[config.mk]
export PLATFORM = sky130hd
export DESIGN_NAME = eth_rx_fcs_check
export DESIGN_NICKNAME = d
export VERILOG_FILES = /design/src/rtl/eth_pkg.sv /design/src/rtl/eth_crc32_byte.sv /design/src/rtl/eth_rx_fcs_check.sv
export SDC_FILE = /design/constraint.sdc
export NUM_CORES = 1
export LEC_CHECK = 0
export ABC_AREA = 1
export CORE_MARGIN = 2
export CORE_UTILIZATION = 45
export CTS_CLUSTER_DIAMETER = 200
export DETAILED_ROUTE_END_ITERATION = 7
export PLACE_DENSITY = 0.74
export SETUP_SLACK_MARGIN = 0.1
export SYNTH_ARGS = -nofsm -noshare
export SYNTH_HDL_FRONTEND = slang
export SYNTH_HIERARCHICAL = 1
export SYNTH_SLANG_ARGS = --single-unit
[constraint.sdc]
create_clock -name clk -period 8.7 [get_ports clk]
set_input_delay 1.74 -clock clk [delete_from_list [all_inputs] [get_ports clk]]
set_output_delay 1.74 -clock clk [all_outputs]
set_load 0.005 [all_outputs]
[src/rtl/eth_pkg.sv]
// Shared constants and types for the Ethernet receive FCS checker.
// Holds the reflected CRC-32 parameters, the length counter width and the receive FSM state type.
package eth_pkg;

  localparam logic [31:0] CRC32_POLY_REFL = 32'hEDB88320;
  localparam logic [31:0] CRC32_INIT      = 32'hFFFFFFFF;
  localparam logic [31:0] CRC32_RESIDUE   = 32'hDEBB20E3;

  localparam int              LEN_W   = 12;
  localparam logic [LEN_W-1:0] LEN_SAT = '1;

  typedef enum logic [1:0] {
    IDLE,
    FILL,
    STREAM
  } rx_state_t;

  // Byte counter increment that sticks at the all-ones value instead of wrapping.
  function automatic logic [LEN_W-1:0] len_inc(input logic [LEN_W-1:0] len);
    return (len == LEN_SAT) ? len : len + 1'b1;
  endfunction

endpackage

[src/rtl/eth_crc32_byte.sv]
// Combinational one-byte update of a reflected CRC-32 register.
// The byte is consumed LSB first, matching Ethernet wire order.
module eth_crc32_byte
  import eth_pkg::*;
(
  input  logic [31:0] crc_in,
  input  logic [7:0]  data,
  output logic [31:0] crc_out
);

  always_comb begin
    crc_out = crc_in ^ {24'd0, data};
    for (int i = 0; i < 8; i++) begin
      crc_out = crc_out[0] ? ((crc_out >> 1) ^ CRC32_POLY_REFL) : (crc_out >> 1);
    end
  end

endmodule

[src/rtl/eth_rx_fcs_check.sv]
// Receive-side FCS checker: strips the trailing 4-byte FCS through a delay line,
// checks the CRC residue and frame length, and reports a one-cycle status strobe per frame.
module eth_rx_fcs_check
  import eth_pkg::*;
#(
  parameter int MAX_LEN = 1518,
  parameter int MIN_LEN = 64
) (
  input  logic             clk,
  input  logic             rst,
  input  logic [7:0]       s_data,
  input  logic             s_valid,
  input  logic             s_last,
  output logic [7:0]       m_data,
  output logic             m_valid,
  output logic             m_last,
  output logic             st_valid,
  output logic             st_crc_err,
  output logic             st_len_err,
  output logic [LEN_W-1:0] st_len
);

  localparam logic [LEN_W-1:0] MIN_L = LEN_W'(MIN_LEN);
  localparam logic [LEN_W-1:0] MAX_L = LEN_W'(MAX_LEN);

  rx_state_t        state;
  rx_state_t        state_next;
  logic [31:0]      crc;
  logic [31:0]      crc_next;
  logic [LEN_W-1:0] count;
  logic [LEN_W-1:0] len_next;
  logic [3:0][7:0]  dly;
  logic             emit;

  eth_crc32_byte u_crc (
    .crc_in  (crc),
    .data    (s_data),
    .crc_out (crc_next)
  );

  assign len_next = len_inc(count);
  // Once four bytes are buffered, every new byte pushes the oldest one out as payload.
  assign emit     = s_valid && (state == STREAM);

  always_ff @(posedge clk or posedge rst) begin
    if (rst) begin
      state <= IDLE;
    end else begin
      state <= state_next;
    end
  end

  always_comb begin
    state_next = state;
    case (state)
      IDLE: begin
        if (s_valid) begin
          state_next = s_last ? IDLE : FILL;
        end
      end
      FILL: begin
        if (s_valid) begin
          if (s_last) begin
            state_next = IDLE;
          end else if (count == LEN_W'(3)) begin
            state_next = STREAM;
          end
        end
      end
      STREAM: begin
        if (s_valid && s_last) begin
          state_next = IDLE;
        end
      end
      default: state_next = IDLE;
    endcase
  end

  // A frame ending before STREAM is at most 4 bytes long and cannot carry a valid FCS.
  always_ff @(posedge clk or posedge rst) begin
    if (rst) begin
      crc        <= CRC32_INIT;
      count      <= '0;
      dly        <= '0;
      m_data     <= '0;
      m_valid    <= 1'b0;
      m_last     <= 1'b0;
      st_valid   <= 1'b0;
      st_crc_err <= 1'b0;
      st_len_err <= 1'b0;
      st_len     <= '0;
    end else begin
      m_valid  <= 1'b0;
      m_last   <= 1'b0;
      st_valid <= 1'b0;
      if (s_valid) begin
        dly <= {dly[2:0], s_data};
        if (emit) begin
          m_valid <= 1'b1;
          m_data  <= dly[3];
          m_last  <= s_last;
        end
        if (s_last) begin
          st_valid   <= 1'b1;
          st_len     <= len_next;
          st_len_err <= (len_next < MIN_L) || (len_next > MAX_L);
          st_crc_err <= (state != STREAM) || (crc_next != CRC32_RESIDUE);
          crc        <= CRC32_INIT;
          count      <= '0;
        end else begin
          crc   <= crc_next;
          count <= len_next;
        end
      end
    end
  end

endmodule

==> results of run 1 <==
[cells in the mapped netlist, drive strengths merged (2+ instances only)]
cell	n	area (sq um)
o22ai	10	62.56
nand2	243	1097
dfrtp	71	1777
xor2	34	354.1
dfstp	32	840.8
nand3	38	222.7
o22a	21	183.9
o21ai	51	259.0
nor3	4	20.02
clkbuf	18	67.56
nor4	2	12.51
buf	2	18.77
a21oi	12	60.06
nor2	39	183.9
xnor2	12	131.4
nand4	15	93.84
inv	96	360.4
a31oi	3	18.77
[logic make-up (layout without fill, tap and decap cells)]
kind of cell,Yosys count,in the layout,share of synthesized area (%)
simple gates,342,342,28.27
buf+inv,116,151,7.711
flops,103,103,45.18
compound gates,98,98,10.24
xor+xnor,46,46,8.380
fa+ha+maj,1,1,0.2159
[registers in the layout (all words and copies together) (netlist names)]
name / flops
crc: 32
dly: 32
count: 12
st_len: 12
m_data: 8
state: 2
m_last: 1
m_valid: 1
st_crc_err: 1
st_len_err: 1
st_valid: 1
[metal layers]
metal  part of all wire (%)  wire length [um]  vias up
li1                       -                 -     2301
met4                    1.6               201        0
met3                    5.5               689       14
met1                     47              5807     2153
met5                      0                 0        -
met2                     46              5726      110
[per-stage QoR]
step | total power [mW] | area, sq um
final | 2.017 | 6606
after global routing | 2.158 | 6606
after CTS | 2.020 | 6606
after detailed placement | 1.599 | 6302
after global placement | 1.580 | 6302
after floorplan | 1.376 | 5793
[path summary, 6_finish.rpt]
check,slack (ns),end,cells after the start,startpoint
setup / recovery,4.09,crc[1]$_DFFE_PP1P_,6,s_valid
hold / removal,0.47,dly[2]$_DFFE_PP0P_,2,dly[2]$_DFFE_PP0P_
setup reg to reg,6.26,st_crc_err$_DFFE_PP0P_,13,crc[1]$_DFFE_PP1P_
hold reg to reg,0.47,dly[2]$_DFFE_PP0P_,2,dly[2]$_DFFE_PP0P_
max in group asynchronous,5.80,dly[13]$_DFFE_PP0P_,3,rst
min in group asynchronous,1.83,m_last$_DFF_PP0_,2,rst
[cell type report]
cell class	count	area, sq um	share of cell area [%]
clock inverter	6	75.07	1.136
inverter	96	362.8	5.492
timing repair buffer	39	377.9	5.720
clock buffer	10	229.0	3.466
tap	172	215.2	3.258
multi-input combinational	487	2729	41.31
sequential	103	2618	39.62
[worst min-delay path, delay by kind of cell (launching register included)]
kind             cells  cell delay [ns]
DFF                  1             0.34
and+or+nand+nor      2             0.11
[power breakdown]
group,leakage (nW),internal [mW],switching (mW),total (mW)
clock network,0.146,0.228,0.189,0.417
logic,1.72,0.349,0.547,0.896
registers,1.26,0.627,0.0773,0.704
total,3.12,1.20,0.813,2.02
==> report_table.html, run 1 <==
<table>
<tr><th>Metric</th><th>Value</th></tr>
<tr><th colspan="2">Worst setup path</th></tr>
<tr><td>Buffering stage count on the worst path with inverters included</td><td>4</td></tr>
<tr><td>Cell-by-cell trace of the critical path</td><td>buf_2 -&gt; buf_4 -&gt; inv_2 -&gt; nor2_1 -&gt; inv_1 -&gt; o22a_1</td></tr>
<tr><td>Kind of launch point of the worst setup path</td><td>input port</td></tr>
<tr><td>Type of the worst setup path</td><td>in -&gt; reg</td></tr>
<tr><td>Critical path's largest stage delay</td><td>0.83 ns</td></tr>
<tr><td>Required time at the worst-slack endpoint</td><td>8.98 ns</td></tr>
<tr><td>Arr. time, crit path</td><td>4.89 ns</td></tr>
<tr><td>Sort of element at the end of the critical path</td><td>flop</td></tr>
<tr><td>Peak fanout along the critical path</td><td>86</td></tr>
<tr><td>Slowest library cell on the worst path</td><td>nor2_1</td></tr>
<tr><td>Largest delay contributor family on the critical path</td><td>buffers and inverters</td></tr>
<tr><th colspan="2">Global route</th></tr>
<tr><td>Met1 usage in global routing</td><td>24.90%</td></tr>
<tr><td>Number of global-route vias before repair</td><td>4,271</td></tr>
<tr><td>Fraction of met3 tracks used by global routing</td><td>4.409%</td></tr>
<tr><td>M2 GR Usage</td><td>30.04%</td></tr>
<tr><td>Antenna violations before repair</td><td>0</td></tr>
<tr><td>Busiest metal layer after global routing</td><td>met2</td></tr>
<tr><td>First-pass GRT wire length</td><td>20,600 um</td></tr>
<tr><td>Global route overflow</td><td>0</td></tr>
<tr><td>Maximum number of pins on one net before global-route repair</td><td>87</td></tr>
<tr><td>Total GRT Usage</td><td>18.51%</td></tr>
<tr><th colspan="2">Die</th></tr>
<tr><td>Core area</td><td>0.01262 sq mm</td></tr>
<tr><td>Chip width</td><td>117.5 um</td></tr>
<tr><td>Die Footprint</td><td>0.01380 sq mm</td></tr>
<tr><td>Starting density of the core</td><td>45.91%</td></tr>
<tr><td>Cell row count</td><td>41</td></tr>
<tr><td>Chip height</td><td>117.5 um</td></tr>
<tr><td>I/O pin count</td><td>37</td></tr>
<tr><th colspan="2">STA</th></tr>
<tr><td>Count of endpoints failing setup in the final report</td><td>0</td></tr>
<tr><td>Post-route minimum period</td><td>4.612 ns</td></tr>
<tr><td>Sum Neg Setup Slack</td><td>0 ns</td></tr>
<tr><td>Final worst-path setup slack</td><td>4.088 ns</td></tr>
<tr><td>Final clock skew</td><td>0.008731 ns</td></tr>
<tr><td>Fraction of the cycle the final worst path needs</td><td>53.01%</td></tr>
<tr><td>Fin. Hold Viols</td><td>0</td></tr>
<tr><td>Rel. slew slack</td><td>26.00%</td></tr>
<tr><td>Unrepaired setup endpoints after global routing</td><td>no</td></tr>
<tr><td>Highest attainable clock frequency</td><td>216.8 MHz</td></tr>
<tr><td>Worst-margin pin slew</td><td>1.109 ns</td></tr>
<tr><td>Number of slew-limit violations in the final report</td><td>0</td></tr>
<tr><td>Hold Slack</td><td>0.4743 ns</td></tr>
<tr><th colspan="2">Finish</th></tr>
<tr><td>Number of inserted filler cells in the final layout</td><td>1,178</td></tr>
<tr><td>Filler-free cell count of the finished design</td><td>913</td></tr>
<tr><td>Number of nets in the layout</td><td>749</td></tr>
<tr><td>P&amp;R area growth vs syn</td><td>14.04%</td></tr>
<tr><td>Leading cell types in the layout, fill and taps excluded</td><td>nand2_1 (204), inv_1 (87), dfrtp_1 (71)</td></tr>
<tr><td>Final standard cell utilization of the core</td><td>52.35%</td></tr>
<tr><td>Number of antenna diodes</td><td>0</td></tr>
<tr><td>Leading cell type in the layout, fill and taps excluded</td><td>nand2_1</td></tr>
<tr><td>Layout cells sized above 1</td><td>15.92%</td></tr>
<tr><th colspan="2">Outcome</th></tr>
<tr><td>Outcome</td><td>finished clean</td></tr>
<tr><th colspan="2">CTS</th></tr>
<tr><td>Clock buffer count from CTS</td><td>9</td></tr>
<tr><td>CTS max path bufs</td><td>2</td></tr>
<tr><td>Post-CTS setup repair buffer count</td><td>0</td></tr>
<tr><td>Post-cts resize count</td><td>0</td></tr>
<tr><td>H-tree depth</td><td>3</td></tr>
<tr><td>Clock Latency Late Sink</td><td>0.35 ns</td></tr>
<tr><td>Clock tree from TritonCTS</td><td>built</td></tr>
<tr><td>Count of hold buffers inserted by post-cts repair</td><td>0</td></tr>
<tr><td>CTS Root Buffer Type</td><td>clkbuf_16</td></tr>
<tr><td>Clk sink count</td><td>103</td></tr>
<tr><td>Clock edge transition at the registers on the reported setup and hold paths</td><td>0.07 ns</td></tr>
<tr><th colspan="2">Drt</th></tr>
<tr><td>Wire length per cell after detailed routing</td><td>13.61 um</td></tr>
<tr><td>Via count of the routed design</td><td>4,578</td></tr>
<tr><td>Via density per instance</td><td>5.014</td></tr>
<tr><td>First-pass detailed-route iteration total</td><td>5</td></tr>
<tr><td>First DRT Iteration DRCs</td><td>420</td></tr>
<tr><td>Wire length reported by the detailed router</td><td>12,430 um</td></tr>
<tr><td>DRC viols</td><td>0</td></tr>
<tr><td>DRT antenna net count</td><td>0</td></tr>
<tr><th colspan="2">Power and ir drop</th></tr>
<tr><td>VDD IR max</td><td>0.1321 mV</td></tr>
<tr><td>Static leakage power</td><td>3.117 nW</td></tr>
<tr><td>Power density cells</td><td>305.3 mW/mm^2</td></tr>
<tr><th colspan="2">Synthesis</th></tr>
<tr><td>Summed instance area of the synthesized netlist</td><td>0.005793 sq mm</td></tr>
<tr><td>Number of flops mapped to enable cells by yosys</td><td>0</td></tr>
<tr><td>Number of library cell types mapped by synthesis</td><td>35</td></tr>
<tr><td>Number of instances in the synthesized netlist</td><td>706</td></tr>
<tr><td>#FFs+latches synth</td><td>103</td></tr>
<tr><td>Post-synth ARST share</td><td>100.0%</td></tr>
<tr><td>Sequential area share after synthesis</td><td>45.18%</td></tr>
<tr><td>Per-instance average area after synthesis</td><td>8.205 sq um</td></tr>
<tr><td>Synthesized Nets</td><td>719</td></tr>
<tr><td>Count of synthesis-stage warnings from yosys</td><td>6</td></tr>
<tr><td>Top FF cell, synth</td><td>dfrtp_1</td></tr>
<tr><th colspan="2">Placement</th></tr>
<tr><td>Worst Setup Slack post-DPL</td><td>3.804 ns</td></tr>
<tr><td>HPWL after detailed placement</td><td>8669 um</td></tr>
<tr><td>Count of buffers from port buffering</td><td>36</td></tr>
<tr><td>Number of cells in the design after placement</td><td>897</td></tr>
<tr><td>Placer's final routability congestion estimate</td><td>0.8678</td></tr>
<tr><th colspan="2">Job</th></tr>
<tr><td>Max-cap violations</td><td>0</td></tr>
<tr><th colspan="2">Worst hold path</th></tr>
<tr><td>Tightest Hold Check Type</td><td>reg -&gt; reg</td></tr>
</table>
Note: power is estimated with default switching activity, not from simulation.
==> run 2, diff against run 1 <==
--- a/config.mk
+++ b/config.mk
@@ -10,7 +10,7 @@
 export CORE_UTILIZATION = 45
 export CTS_CLUSTER_DIAMETER = 200
 export DETAILED_ROUTE_END_ITERATION = 7
-export PLACE_DENSITY = 0.74
+export PLACE_DENSITY = 0.77
 export SETUP_SLACK_MARGIN = 0.1
 export SYNTH_ARGS = -nofsm -noshare
 export SYNTH_HDL_FRONTEND = slang
==> constraint.sdc (replaced) <==
create_clock -name clk -period 3.91 [get_ports clk]
set_input_delay 0.782 -clock clk [delete_from_list [all_inputs] [get_ports clk]]
set_output_delay 0.782 -clock clk [all_outputs]
set_load 0.005 [all_outputs]
==> run 2 against run 1 <==
Compared with the run above:
- sequential share of layout area decreased by 0.16 points
- non-clock buffer count up 3
- setup slack got worse by 2.9 ns
- critical endpoint is now st_crc_err$_DFFE_PP0P_
- largest power group unchanged
==> report_table.html, run 2 (same netlist as run 1, synthesis figures left out) <==
<table>
<tr><th>Metric</th><th>Value</th></tr>
<tr><th colspan="2">Power and ir drop</th></tr>
<tr><td>Overall power consumption</td><td>4.491 mW</td></tr>
<tr><td>Cell internal pwr</td><td>2.685 mW</td></tr>
<tr><td>Seq pwr share</td><td>34.9%</td></tr>
<tr><td>VDD IR max</td><td>0.2648 mV</td></tr>
<tr><td>Net switching fraction of the power</td><td>40.22%</td></tr>
<tr><td>P_sw</td><td>1.807 mW</td></tr>
<tr><td>Clock power share</td><td>20.9%</td></tr>
<tr><td>Power density cells</td><td>677.2 mW/mm^2</td></tr>
<tr><td>Relative contribution of combinational cells to total power</td><td>44.2%</td></tr>
<tr><td>Static leakage power</td><td>3.137 nW</td></tr>
<tr><th colspan="2">Worst setup path</th></tr>
<tr><td>Largest delay contributor family on the critical path</td><td>simple AND/OR/NAND/NOR gates</td></tr>
<tr><td>Peak fanout along the critical path</td><td>5</td></tr>
<tr><td>Critical path's largest stage delay</td><td>0.56 ns</td></tr>
<tr><td>Slowest library cell on the worst path</td><td>clkdlybuf4s50_1</td></tr>
<tr><td>Cell-by-cell trace of the critical path</td><td>clkdlybuf4s50_1 -&gt; inv_1 -&gt; nand2_1 -&gt; nand2_1 -&gt; nand2_1 -&gt; nand2_1 -&gt; nand2_1 -&gt; nand2_2 -&gt; nand3_1 -&gt; nand2_1 -&gt; inv_1 -&gt; nand4_1 -&gt; nor4_1 -&gt; a31oi_1</td></tr>
<tr><td>Kind of launch point of the worst setup path</td><td>input port</td></tr>
<tr><td>Buffering stage count on the worst path with inverters included</td><td>3</td></tr>
<tr><td>Required time at the worst-slack endpoint</td><td>4.14 ns</td></tr>
<tr><td>Arr. time, crit path</td><td>2.91 ns</td></tr>
<tr><td>Type of the worst setup path</td><td>in -&gt; reg</td></tr>
<tr><td>Most frequent cell on the critical path</td><td>nand2_1</td></tr>
<tr><td>Sort of element at the end of the critical path</td><td>flop</td></tr>
<tr><th colspan="2">Finish</th></tr>
<tr><td>Leading cell types in the layout, fill and taps excluded</td><td>nand2_1 (204), inv_1 (87), dfrtp_1 (71)</td></tr>
<tr><td>Largest registers</td><td>crc (32), dly (32)</td></tr>
<tr><td>Leading cell type in the layout, fill and taps excluded</td><td>nand2_1</td></tr>
<tr><td>Number of antenna diodes</td><td>0</td></tr>
<tr><td>Number of nets in the layout</td><td>752</td></tr>
<tr><td>Number of inserted filler cells in the final layout</td><td>1,186</td></tr>
<tr><td>P&amp;R area growth vs syn</td><td>14.49%</td></tr>
<tr><td>Multi-input gate area</td><td>0.002729 sq mm</td></tr>
<tr><td>Sequential standard cell area</td><td>0.002618 sq mm</td></tr>
<tr><td>Layout cells sized above 1</td><td>16.26%</td></tr>
<tr><th colspan="2">STA</th></tr>
<tr><td>Highest attainable clock frequency</td><td>373.5 MHz</td></tr>
<tr><td>Unrepaired setup endpoints after global routing</td><td>no</td></tr>
<tr><td>Rel. slew slack</td><td>39.48%</td></tr>
<tr><td>Post-route minimum period</td><td>2.677 ns</td></tr>
<tr><td>Fraction of the cycle the final worst path needs</td><td>68.48%</td></tr>
<tr><td>Final clock skew</td><td>0.008745 ns</td></tr>
<tr><td>Count of endpoints failing setup in the final report</td><td>0</td></tr>
<tr><td>Worst-margin pin slew</td><td>0.9078 ns</td></tr>
<tr><td>Sum Neg Setup Slack</td><td>0 ns</td></tr>
<tr><td>Number of slew-limit violations in the final report</td><td>0</td></tr>
<tr><td>Fin. Hold Viols</td><td>0</td></tr>
<tr><th colspan="2">Die</th></tr>
<tr><td>Chip width</td><td>117.5 um</td></tr>
<tr><td>Starting density of the core</td><td>45.91%</td></tr>
<tr><td>Cell row count</td><td>41</td></tr>
<tr><td>I/O pin count</td><td>37</td></tr>
<tr><td>Chip height</td><td>117.5 um</td></tr>
<tr><td>Die Footprint</td><td>0.01380 sq mm</td></tr>
<tr><td>Core area</td><td>0.01262 sq mm</td></tr>
<tr><th colspan="2">Drt</th></tr>
<tr><td>Routed wire length on met3</td><td>457 um</td></tr>
<tr><td>Via count of the routed design</td><td>4,592</td></tr>
<tr><td>Via density per instance</td><td>5.013</td></tr>
<tr><td>Met1 wire length</td><td>5924 um</td></tr>
<tr><td>DRT antenna net count</td><td>0</td></tr>
<tr><td>Top sig layer</td><td>met4</td></tr>
<tr><td>DRC viols</td><td>0</td></tr>
<tr><td>Wire length per cell after detailed routing</td><td>13.48 um</td></tr>
<tr><td>Wire length reported by the detailed router</td><td>12,350 um</td></tr>
<tr><td>First-pass detailed-route iteration total</td><td>5</td></tr>
<tr><td>Detailed route wirelength on metal2</td><td>5715 um</td></tr>
<tr><td>First DRT Iteration DRCs</td><td>300</td></tr>
<tr><th colspan="2">CTS</th></tr>
<tr><td>CTS Root Buffer Type</td><td>clkbuf_16</td></tr>
<tr><td>Count of hold buffers inserted by post-cts repair</td><td>0</td></tr>
<tr><td>Post-cts resize count</td><td>0</td></tr>
<tr><td>Clk sink count</td><td>103</td></tr>
<tr><td>Clock edge transition at the registers on the reported setup and hold paths</td><td>0.07 ns</td></tr>
<tr><td>Post-CTS setup repair buffer count</td><td>0</td></tr>
<tr><td>Clock buffer count from CTS</td><td>9</td></tr>
<tr><td>CTS max path bufs</td><td>2</td></tr>
<tr><td>Clock tree from TritonCTS</td><td>built</td></tr>
<tr><td>H-tree depth</td><td>3</td></tr>
<tr><td>Clock Latency Late Sink</td><td>0.36 ns</td></tr>
<tr><th colspan="2">Placement</th></tr>
<tr><td>Count of buffers from port buffering</td><td>36</td></tr>
<tr><td>HPWL after detailed placement</td><td>8794 um</td></tr>
<tr><td>Placer's final routability congestion estimate</td><td>0.8899</td></tr>
<tr><th colspan="2">Global route</th></tr>
<tr><td>Maximum number of pins on one net before global-route repair</td><td>85</td></tr>
<tr><td>Global route overflow</td><td>0</td></tr>
<tr><td>Number of global-route vias before repair</td><td>4,461</td></tr>
<tr><td>Antenna violations before repair</td><td>0</td></tr>
<tr><td>Total GRT Usage</td><td>19.09%</td></tr>
<tr><td>First-pass GRT wire length</td><td>21,280 um</td></tr>
<tr><th colspan="2">Worst hold path</th></tr>
<tr><td>Tightest Hold Check Type</td><td>reg -&gt; reg</td></tr>
<tr><th colspan="2">Outcome</th></tr>
<tr><td>Outcome</td><td>finished clean</td></tr>
<tr><th colspan="2">Job</th></tr>
<tr><td>Max-cap violations</td><td>0</td></tr>
</table>
run 2: worst register-to-register path, stage by stage, from the launching register on:
cell,delay (ns)
dfstp_2,0.57
inv_2,0.04
nand2_1,0.10
nand2_4,0.11
nand2_1,0.08
nand2_1,0.16
nand2_1,0.13
nand2_2,0.09
nand3_1,0.09
nand2_1,0.05
inv_1,0.10
nand4_1,0.10
nor4_1,0.35
a31oi_1,0.12
run 2: area by class of cell:
type	instances	share of cell area [%]
inverters	96	5.471
well taps	172	3.245
clock buffers	10	3.452
multi-input cells	487	41.14
flip-flops and latches	103	39.46
clock inverters	6	1.188
repair buffers	42	6.037
run 2: per-layer routing:
metal / up-vias / track usage [%]
met1: 2180 / 25.90
li1: 2311 / -
met5: - / 0
met4: 0 / 6.702
met3: 19 / 3.828
met2: 82 / 30.63
run 2: final timing paths:
check	slack (ns)	end	start	cells after the start
worst max register to register	1.68	st_crc_err$_DFFE_PP0P_	crc[1]$_DFFE_PP1P_	13
worst min-delay path	0.47	dly[7]$_DFFE_PP0P_	dly[7]$_DFFE_PP0P_	2
max in group asynchronous	2.11	crc[27]$_DFFE_PP1P_	rst	3
worst max-delay path	1.23	st_crc_err$_DFFE_PP0P_	s_data[7]	14
worst min register to register	0.47	dly[7]$_DFFE_PP0P_	dly[7]$_DFFE_PP0P_	2
min in group asynchronous	0.97	dly[28]$_DFFE_PP0P_	rst	2
run 2: power by group through the flow:
stage	logic, mW	clock network [mW]	registers, mW
after CTS	1.99	0.961	1.57
after detailed placement	1.98	0	1.59
after floorplan	1.52	0	1.55
after global placement	1.95	0	1.58
after global routing	2.23	1.01	1.60
final	1.98	0.939	1.57
run 2: stage by stage:
step                      worst slack, ns  instance area (sq um)  hold WS (ns)  utilization [%]  std cells
after floorplan                    0.4771                   5793        0.4422                -        706
after global placement             0.8661                   6325        0.4558            50.12        900
after detailed placement           0.8695                   6325        0.4583            50.12        900
after CTS                           1.230                   6633        0.4767            52.56        916
after global routing                1.027                   6633        0.5119            52.56        916
final                               1.233                   6633        0.4726            52.56        916
